$ cat src/rtl/pokey_timer_pair.sv
// pokey_timer_pair: two 8-bit down-counters that reload from their frequency
// registers. Each channel emits a one-cycle underflow pulse. In link mode the
// pair runs as one 16-bit counter, with A as the low byte and B as the high byte.
//
// Ports:
//   clk, sync_reset          clock and synchronous active-high reset
//   enable_a, enable_b       per-channel tick strobes (enable_b unused when linked)
//   link                     1 = chain A (low) and B (high) into a 16-bit counter
//   load                     reload both counters from freq_a / freq_b
//   freq_a, freq_b           reload values
//   count_a, count_b         current counts (registered)
//   underflow_a/b            one-cycle underflow pulses (registered)
module pokey_timer_pair (
   input  logic       clk,
   input  logic       sync_reset,
   input  logic       enable_a,
   input  logic       enable_b,
   input  logic       link,
   input  logic       load,
   input  logic [7:0] freq_a,
   input  logic [7:0] freq_b,
   output logic [7:0] count_a,
   output logic [7:0] count_b,
   output logic       underflow_a,
   output logic       underflow_b
);

   localparam int unsigned CW = 8;
   localparam int unsigned LW = 2 * CW;

   logic [CW-1:0] count_a_nxt;
   logic [CW-1:0] count_b_nxt;
   logic          underflow_a_nxt;
   logic          underflow_b_nxt;
   logic [LW-1:0] pair_dec;

   assign pair_dec = {count_b, count_a} - LW'(1);

   // Next-state selection: load beats tick; reset is applied in the register.
   always_comb begin
      count_a_nxt     = count_a;
      count_b_nxt     = count_b;
      underflow_a_nxt = 1'b0;
      underflow_b_nxt = 1'b0;
      if (load) begin
         count_a_nxt = freq_a;
         count_b_nxt = freq_b;
      end else if (link) begin
         // Joined mode: only enable_a advances the pair; B reports the underflow.
         if (enable_a) begin
            if ({count_b, count_a} == LW'(0)) begin
               count_a_nxt     = freq_a;
               count_b_nxt     = freq_b;
               underflow_b_nxt = 1'b1;
            end else begin
               count_a_nxt = pair_dec[CW-1:0];
               count_b_nxt = pair_dec[LW-1:CW];
            end
         end
      end else begin
         if (enable_a) begin
            if (count_a == CW'(0)) begin
               count_a_nxt     = freq_a;
               underflow_a_nxt = 1'b1;
            end else begin
               count_a_nxt = count_a - CW'(1);
            end
         end
         if (enable_b) begin
            if (count_b == CW'(0)) begin
               count_b_nxt     = freq_b;
               underflow_b_nxt = 1'b1;
            end else begin
               count_b_nxt = count_b - CW'(1);
            end
         end
      end
   end

   // State and output registers; reset suppresses any pending pulse.
   always_ff @(posedge clk) begin
      if (sync_reset) begin
         count_a     <= '0;
         count_b     <= '0;
         underflow_a <= 1'b0;
         underflow_b <= 1'b0;
      end else begin
         count_a     <= count_a_nxt;
         count_b     <= count_b_nxt;
         underflow_a <= underflow_a_nxt;
         underflow_b <= underflow_b_nxt;
      end
   end

endmodule

$ cat config.mk
export PLATFORM = sky130hd
export DESIGN_NAME = pokey_timer_pair
export DESIGN_NICKNAME = d
export VERILOG_FILES = /design/src/rtl/pokey_timer_pair.sv
export SDC_FILE = /design/constraint.sdc
export NUM_CORES = 1
export LEC_CHECK = 0
export ABC_AREA = 1
export CORE_MARGIN = 8
export CORE_UTILIZATION = 49
export DETAILED_ROUTE_END_ITERATION = 16
export PLACE_DENSITY_LB_ADDON = 0.25
export SYNTH_ARGS = -nofsm -noshare
export SYNTH_HDL_FRONTEND = slang
export SYNTH_SLANG_ARGS = --single-unit
$ cat constraint.sdc
create_clock -name clk -period 1.63 [get_ports clk]
set_input_delay 0.163 -clock clk [delete_from_list [all_inputs] [get_ports clk]]
set_output_delay 0.163 -clock clk [all_outputs]
set_load 0.005 [all_outputs]
==> out/results.tsv <==
metric	value	unit
clock_skew	0.0155	ns
cpMaxStageDelayCell	clkdlybuf4s50_1	
rows	20	
synth_most_common_cell	nand2_1	
path_class	reg -> out	
design.core.area	0.00305	mm^2
cts_tree	yes	
netlist_top_cells_area	dfxtp_1 23%, nand2_1 17%, inv_1 8.3%	
cp_max_fo	3	
clock_path_buffers	2	
die_area	0.00530	mm^2
crit_start	count_a[3]$_SDFFE_PP0P_	
p_int	1.02	mW
synth_common_cells	70 x nand2_1, 35 x inv_1, 26 x a21oi_1	
fmax	0.638	GHz
cts_inserted_buffers	3	
p_switching	0.696	mW
ctsHtreeMaxLevel	1	
dpl.hpwl	3.69	mm
dp_cells	363	
irDropWorstVdd	0.484	mV
final_cells	373	
r2r_end	underflow_b$_SDFF_PP0_	
wl	5.00	mm
area_delta_synth_final	45.6	%
crit_chain	buf_4 > clkdlybuf4s50_1	
drive_above_1_share	21.6	%
setup_viol	0	
period_share	96.2	%
min_to	count_a[4]$_SDFFE_PP0P_	
port_buffers	39	
power_frac_seq	31.9	%
tightestPinTransition	0.330	ns
p_comb_share	49.8	%
hold_start	freq_a[4]	
yosysTopAreaCell	dfxtp_1	
cts.sinks	18	
cp.required	1.47	ns
diodes	0	
worst_r2r_path_depth	8	
antenna_found_initial	0	
grt_pass1_vias	1771	
hold_path.class	in -> reg	
drc	0	
grt_pass1_wl	7.99	mm
power.total	1.71	mW
rsz0062_at_grt	yes	
die_h	72.8	um
root_buffer	clkbuf_4	
syn_avg_cell_area	5.99	um^2
synth.distinct_cells	28	
synth_seq_area_share	22.8	%
async_flop_share	0	%
power_per_cell_area	743	mW/mm^2
synth_edf_count	0	
io_pins	40	
grt_max_degree	12	
synth_nets	289	
initial_core_util	51.8	%
viasPerCell	5.35	
grt_usage	18.5	%
ys_ff_latch	18	
holdWs	0.472	ns
r2r_start	count_b[1]$_SDFFE_PP0P_	
clk_latency	0.32	ns
drv_slew	0	
p_clk_share	18.3	%
status	finished, final reports clean	
synth_ff_type	dfxtp_1	
crit_family	buffers and inverters	
drv_cap	0	
syn_inst	264	
clk_pin_slew	0.12	ns
drtPass1Iterations	4	
fin_crit	1.57	ns
netlist_area	0.00158	mm^2
routedWlPerCell	13.4	um
vias	1996	
placed_cell_area	0.00215	mm^2
worst_ep_arrival_time	1.41	ns
die_w	72.8	um
holdPathStages	3	
swShare	40.6	%
first_iter_violations	294	
slew_headroom	77.9	%
fin_nets	355	
cpPeakStageDelay	0.49	ns
critPathBufInv	2	
final_area	0.00230	mm^2
grt-ovfl-total	0	
reg2reg_slack	0.09	ns
synth_top_area_share	22.8	%
gp_congestion	0.991	
p_leak	1.11	nW
antenna_left	0	
synth_warnings	0	
cp-end-kind	output pin	
critPathLaunchType	register	
hold_viol	0	
==> per-stage QoR <==
stage	setup slack, ns	util (%)	setup TNS [ns]
after CTS	0.0136	71.8	0
final	0.0614	75.5	0
after floorplan	0.0983	-	0
after detailed placement	0.0232	70.5	0
after global routing	-0.0223	75.5	-0.0355
after global placement	0.0391	70.5	0
==> flip-flops by register name, indices dropped and copies added (netlist names) <==
register,flops
count_a,8
count_b,8
underflow_a,1
underflow_b,1
==> cell families after synthesis <==
kind of cell / synth area share, %
adder cells (fa/ha/maj): 2.37
AND/OR/NAND/NOR: 40.5
buffers and inverters: 9.73
AO/OA/AOI/OAI: 21.8
flip-flops: 22.8
XOR/XNOR: 2.77
==> cells in the final DEF (no fill, tap or decap), drive strengths merged <==
cell type / instances
inv: 35
nand3: 23
clkinv: 1
dfxtp: 18
o21a: 1
buf: 23
o211ai: 6
ha: 3
o21ai: 27
xor2: 4
a21oi: 27
nor2: 33
or2: 3
o22ai: 1
nand4: 1
and3: 1
clkdlybuf4s50: 39
o21bai: 1
nand2: 77
clkbuf: 4
xnor2: 1
==> how the worst max path moves through the flow <==
| stage | end | slack, ns | cells past startpoint |
|---|---|---|---|
| floorplan | count_b[4]$_SDFFE_PP0P_ | 0.1 | 8 |
| global placement | count_b[2]$_SDFFE_PP0P_ | 0.04 | 9 |
| detailed placement | count_a[4]$_SDFFE_PP0P_ | 0.02 | 10 |
| CTS | count_a[7]$_SDFFE_PP0P_ | 0.01 | 10 |
| global route | count_a[2]$_SDFFE_PP0P_ | -0.02 | 10 |
| finish | count_a[3] | 0.06 | 2 |
==> cell type report <==
type / instances / area (um^2)
multi-input cells: 209 / 1140
fillers: 257 / 749
repair buffers: 62 / 567
flip-flops and latches: 18 / 368
inverters: 36 / 138
well taps: 44 / 55.1
clock buffers: 4 / 36.3
==> routing by layer <==
metal	routed length, um	vias to the layer above	global-route usage, %
li1	-	992	-
met1	2130	876	24.9
met2	2250	111	28.3
met3	504	17	3.85
met4	116	0	5.56
met5	0	-	0
==> worst reg2reg max path: stages (launching register included) <==
cell	delay (ns)
dfxtp_1	0.34
inv_2	0.08
ha_4	0.14
nand2_2	0.08
nor2_4	0.21
nand2_2	0.18
buf_4	0.18
o22ai_1	0.09
and3_1	0.17
==> repair_timing <==
item | CTS | global route
setup endpoints to repair | 1 | 17
resized for setup | 1 | 26
buffers inserted | 0 | 4
pin swaps | 0 | 7
hold buffers | 0 | 0
gates cloned | 0 | 2
==> power groups by stage <==
stage | sequential [mW] | combinational (mW) | clock [mW]
5_1_grt | 0.554 | 0.946 | 0.325
3_5_place_dp | 0.549 | 0.774 | 0
6_report | 0.546 | 0.852 | 0.313
4_1_cts | 0.539 | 0.780 | 0.305
3_3_place_gp | 0.548 | 0.765 | 0
2_1_floorplan | 0.551 | 0.468 | 0
(Power assumes the default switching activity.)
